## config.mk

```make
export PLATFORM = sky130hd
export DESIGN_NAME = const_bank
export DESIGN_NICKNAME = d
export VERILOG_FILES = /design/src/rtl/const_bank.sv
export SDC_FILE = /design/constraint.sdc
export NUM_CORES = 1
export LEC_CHECK = 0
export CORE_ASPECT_RATIO = 0.75
export CORE_MARGIN = 2
export CORE_UTILIZATION = 52
export DETAILED_ROUTE_END_ITERATION = 6
export PLACE_DENSITY = 0.8
export SLEW_MARGIN = 30
export SYNTH_ARGS = -nofsm -noshare
export SYNTH_HDL_FRONTEND = slang
export SYNTH_SLANG_ARGS = --single-unit
export TNS_END_PERCENT = 30
```

## constraint.sdc

```tcl
create_clock -name clk -period 1.8 [get_ports clk]
set_input_delay 0.36 -clock clk [delete_from_list [all_inputs] [get_ports clk]]
set_output_delay 0.36 -clock clk [all_outputs]
set_load 0.03 [all_outputs]
```

## src/rtl/const_bank.sv

```systemverilog
// ---------------------------------------------------------------------------
// const_bank
//
// Runtime-programmable constant source for the image-sharpening datapath.
// The block keeps two banks of NUM_CH constants, each WIDTH bits wide:
//   * The DLX core writes new values into the shadow bank.
//   * The active bank drives the sharpening unit.
// A commit copies the whole shadow bank into the active bank on a single
// clock edge. While the datapath asserts hold (mid-frame), the copy waits.
//
// Optional feature (compile-time macro CONST_BANK_LOCK_EN):
//   Adds a 'lock' input. A high level on 'lock' at any clock edge sets a
//   sticky lock bit, and only rst_n clears it. While the bit is set:
//     * every write is rejected, and wr_err pulses;
//     * new commits are ignored;
//     * a commit that is already pending still completes.
//   When the macro is undefined, the port does not exist and the block is
//   never locked.
//
// Ports:
//   clk          in   rising-edge clock for all state
//   rst_n        in   asynchronous active-low reset
//   wr_en        in   shadow write strobe
//   wr_addr      in   shadow channel to write
//   wr_data      in   value to write
//   commit       in   request a shadow->active copy (single-cycle pulse)
//   hold         in   datapath busy; the copy is deferred while high
//   rd_addr      in   shadow readback select
//   lock         in   (CONST_BANK_LOCK_EN only) sets the sticky lock bit
//   rd_data      out  combinational shadow[rd_addr]; 0 when out of range
//   out_const    out  active bank, channel i at [i*WIDTH +: WIDTH]
//   dirty        out  shadow written since the last copy
//   pending      out  commit accepted, copy not yet done
//   commit_done  out  one-cycle pulse after a copy
//   wr_err       out  one-cycle pulse after a rejected write
// ---------------------------------------------------------------------------
module const_bank #(
  parameter int                WIDTH       = 32,
  parameter int                NUM_CH      = 4,
  parameter int                ADDR_W      = 2,
  parameter logic [WIDTH-1:0]  DEFAULT_VAL = 32'h000FF000
) (
  input  logic                    clk,
  input  logic                    rst_n,
  input  logic                    wr_en,
  input  logic [ADDR_W-1:0]       wr_addr,
  input  logic [WIDTH-1:0]        wr_data,
  input  logic                    commit,
  input  logic                    hold,
  input  logic [ADDR_W-1:0]       rd_addr,
`ifdef CONST_BANK_LOCK_EN
  input  logic                    lock,
`endif
  output logic [WIDTH-1:0]        rd_data,
  output logic [NUM_CH*WIDTH-1:0] out_const,
  output logic                    dirty,
  output logic                    pending,
  output logic                    commit_done,
  output logic                    wr_err
);

  // IDLE: no commit outstanding.
  // WAIT: a commit was accepted while hold was high.
  typedef enum logic {
    IDLE = 1'b0,
    WAIT = 1'b1
  } state_t;

  state_t           state_q;
  logic [WIDTH-1:0] shadow_q [NUM_CH];
  logic [WIDTH-1:0] active_q [NUM_CH];
  logic             dirty_q;
  logic             done_q;
  logic             err_q;

  logic             locked;
  logic             wr_in_range;
  logic             wr_ok;
  logic             commit_ok;
  logic             do_copy;

`ifdef CONST_BANK_LOCK_EN
  logic lock_q;

  // The lock bit is sticky: only a reset clears it.
  always_ff @(posedge clk or negedge rst_n) begin
    if (!rst_n) begin
      lock_q <= 1'b0;
    end else if (lock) begin
      lock_q <= 1'b1;
    end
  end

  assign locked = lock_q;
`else
  assign locked = 1'b0;
`endif

  // Range check by matching against each real channel, rather than by
  // comparing with NUM_CH. This stays width-clean when 2^ADDR_W > NUM_CH.
  always_comb begin
    wr_in_range = 1'b0;
    for (int i = 0; i < NUM_CH; i++) begin
      if (wr_addr == ADDR_W'(i)) begin
        wr_in_range = 1'b1;
      end
    end
  end

  assign wr_ok     = wr_en && wr_in_range && !locked;
  assign commit_ok = commit && !locked;

  // Copy on any edge with an outstanding (or fresh) commit and no hold.
  // A commit that is already pending completes even if the lock was set
  // after it was accepted.
  assign do_copy   = !hold && ((state_q == WAIT) || commit_ok);

  // Shadow readback. Unmapped addresses read as zero.
  always_comb begin
    rd_data = '0;
    for (int i = 0; i < NUM_CH; i++) begin
      if (rd_addr == ADDR_W'(i)) begin
        rd_data = shadow_q[i];
      end
    end
  end

  // Banks, flags and commit FSM.
  // The active bank samples the shadow bank's pre-edge values, so a write
  // on the copy edge lands only in the shadow bank and keeps dirty set.
  always_ff @(posedge clk or negedge rst_n) begin
    if (!rst_n) begin
      for (int i = 0; i < NUM_CH; i++) begin
        shadow_q[i] <= DEFAULT_VAL;
        active_q[i] <= DEFAULT_VAL;
      end
      state_q <= IDLE;
      dirty_q <= 1'b0;
      done_q  <= 1'b0;
      err_q   <= 1'b0;
    end else begin
      if (do_copy) begin
        for (int i = 0; i < NUM_CH; i++) begin
          active_q[i] <= shadow_q[i];
        end
      end

      for (int i = 0; i < NUM_CH; i++) begin
        if (wr_ok && (wr_addr == ADDR_W'(i))) begin
          shadow_q[i] <= wr_data;
        end
      end

      if (wr_ok) begin
        dirty_q <= 1'b1;
      end else if (do_copy) begin
        dirty_q <= 1'b0;
      end

      done_q <= do_copy;
      err_q  <= wr_en && !wr_ok;

      case (state_q)
        IDLE: begin
          if (commit_ok && hold) begin
            state_q <= WAIT;
          end
        end
        WAIT: begin
          if (!hold) begin
            state_q <= IDLE;
          end
        end
        default: state_q <= IDLE;
      endcase
    end
  end

  for (genvar g = 0; g < NUM_CH; g++) begin : g_out
    assign out_const[g*WIDTH +: WIDTH] = active_q[g];
  end

  assign dirty       = dirty_q;
  assign pending     = (state_q == WAIT);
  assign commit_done = done_q;
  assign wr_err      = err_q;

endmodule

```

==> results.py <==
metrics = {
    "power_and_ir_drop": {
        "net-switching-power_mw": 6.53,
        "power_switching_share": 0.330,
        "power_leakage_nw": 6.27,
        "combPwrFrac": 0.320,
        "cell_internal_pwr_mw": 13.3,
        "pwr-share-seq": 0.423,
        "irDropWorstVdd_v": 0.00104,
        "p_per_area_nw_per_um2": 1400,
        "clkPwrFrac": 0.256,
        "power_mw": 19.8,
    },
    "timing": {
        "fin_skew_ps": 11.3,
        "clock.fmax_ghz": 0.513,
        "hold_viol": 0,
        "finalSetupViolations": 32,
        "finalCriticalPeriod_ps": 1950,
        "fin_crit_sh": 1.08,
        "drv_slew": 0,
        "relSlewSlack": 0.587,
        "worstMarginPinSlew_ps": 619,
        "setup_ws_ps": -151,
        "rsz0062_at_grt": "true",
    },
    "detailed_routing": {
        "antenna_left": 0,
        "num_vias": 6291,
        "drc_errors": 0,
        "wl_per_cell_um": 21.7,
        "drt-total-wl_mm": 24.8,
        "drt_iter0_drc": 339,
        "vias_per_cell": 5.49,
        "first_pass_iters": 4,
    },
    "yosys": {
        "syn_avg_cell_area_sq_um": 17.7,
        "syn_nets": 632,
        "synth_flop_cell": "dfrtp_1",
        "ys_seq_area_frac": 0.630,
        "yosys-top-cells-area": "dfrtp_1 (47%), mux2_2 (27%), dfstp_2 (16%)",
        "syn_inst": 591,
        "synth-seq-cells": 260,
        "yosysMostFrequentCell": "mux2_2",
        "yosysUniqueCellTypes": 17,
        "yosys.area.top_type_share": 0.469,
        "yosys-top-cells-count": "mux2_2 (254), dfrtp_1 (196), dfstp_2 (64), mux4_2 (32), buf_4 (16)",
        "synth_area_leader_cell": "dfrtp_1",
        "synth_warnings": 0,
        "netlist_area_sq_um": 10500,
        "synth_edf_count": 0,
        "async_flop_share": 1.00,
    },
    "clock_tree": {
        "clockRootBuffer": "clkbuf_16",
        "h-tree-depth": 1,
        "clock_path_buffers": 3,
        "clock_latency_ps": 510,
        "cts_tree": "yes",
        "clkSlewWorstSetupHoldPaths_ps": 60,
        "cts.sinks": 260,
        "cts_made_buffers": 25,
    },
    "placed_design": {
        "place_congestion": 0.848,
        "pre_cts_ws_ps": -378,
        "numPortBuffers": 204,
        "hpwlAfterDp_mm": 17.0,
        "dpl.cell_count": 1065,
    },
    "cells_and_area": {
        "final_cells": 1146,
        "fillers": 1243,
        "nets": 916,
        "regArea_sq_um": 6590,
        "multi_input_area_sq_um": 3690,
        "layout-drive-gt1-share": 0.610,
        "diodes": 0,
        "area_growth_pct": 35.7,
    },
    "die": {
        "io_pins": 205,
        "fp.dieW_um": 168,
        "coreArea_sq_um": 19500,
        "dieArea_sq_um": 21300,
        "die_y_um": 127,
        "initial_core_util": 0.535,
        "core.rowCount": 44,
    },
    "grt": {
        "antenna_found_initial": 0,
        "grt_pass1_vias": 6858,
        "grt_pass1_wl_mm": 39.6,
        "grt.total_usage": 0.239,
        "grt_max_degree": 73,
        "gr-total-overflow": 0,
    },
    "setup_path": {
        "end_kind": "output pin",
        "crit_fanout": 3,
        "arrival_ps": 1590,
        "timing.rr.end": "out_const[73]",
        "rr_worst_depth": 4,
        "rrSetupSlack_ps": 310,
        "cp_data_required_time_ps": 1440,
        "worstSetupPathType": "reg -> out",
        "crit_path_start": "shadow_q[7]",
        "r2r-start": "pending",
        "startpoint_type": "register",
    },
    "outcome": {
        "status": "finished with violations",
        "violations": "setup timing",
    },
    "run": {
        "drv_cap": 0,
    },
    "worst_hold_path": {
        "hold_class": "in -> async",
    },
}
## state kept, by name (all words and copies together), names as in the netlist
name         count
wr_err           1
shadow_q       128
out_const      128
commit_done      1
pending          1
dirty            1
## power groups by stage
stage | sequential (mW) | clock [mW] | combinational (mW)
after CTS | 8.39 | 5.18 | 6.29
after detailed placement | 8.50 | 0 | 6.58
after global routing | 8.54 | 5.47 | 6.67
after floorplan | 9.91 | 0 | 2.11
after global placement | 8.41 | 0 | 6.47
final | 8.38 | 5.08 | 6.34
## timing repair
action | 4_1_cts | 5_1_grt
resized for setup | 311 | 14
setup endpoints to repair | 163 | 46
gates cloned | 0 | 1
buffers inserted | 12 | 22
hold buffers | 1 | 0
endpoints found under the hold margin | 45 | 0
## worst max path at each step
stage	end	slack, ps
6_report	rd_data[7]	-150
5_1_grt	rd_data[21]	-190
4_1_cts	rd_data[21]	-180
3_5_place_dp	rd_data[16]	-380
3_3_place_gp	rd_data[18]	-370
2_1_floorplan	rd_data[10]	100
## worst max-delay path, cell delays in order, from the launching register on
cell     delay (ps)
dfrtp_1         420
mux4_2          510
buf_6           160
## metrics by stage
step                       util  setup TNS (ps)  hold WS, ps  area [sq um]
final                     0.726           -3500          406         14200
after global routing      0.726           -4820          440         14200
after detailed placement  0.675          -25760          384         13200
after floorplan               -               0         64.4         10500
after global placement    0.675          -21180          377         13200
after CTS                 0.720           -4180          434         14100
## metal layers
layer / wire (um) / track usage / vias to the layer above
li1: - / - / 2730
met1: 10800 / 0.327 / 3316
met2: 11700 / 0.387 / 225
met3: 2140 / 0.0736 / 20
met4: 278 / 0.0404 / 0
met5: 0 / 0 / -
## kinds of logic after synthesis
logic type,after synthesis,share of synthesized area
AOI/OAI and AO/OA,2,0.00144
buffers and inverters,34,0.0196
DFF,260,0.630
muxes,288,0.345
other,1,0.000359
and+or+nand+nor,6,0.00407
## cells in the final DEF (no fill, tap or decap), drive strengths merged, types with 2 or more instances in the layout
cell type      instances
buf                  120
clkbuf                52
clkdlybuf4s15         17
clkdlybuf4s50         37
clkinv                 6
dfrtp                196
dfstp                 64
dlygate4sd2          100
inv                    3
mux2                 256
mux4                  32
nand3b                 2
## cell type report
| type | count | area share |
|---|---|---|
| timing repair buffer | 290 | 0.197 |
| clock inverter | 8 | 0.00317 |
| multi-input combinational | 297 | 0.260 |
| tap | 253 | 0.0223 |
| sequential | 260 | 0.464 |
| clock buffer | 37 | 0.0536 |
| inverter | 1 | 0.000265 |
No activity file was read; power rests on OpenSTA's default activity.
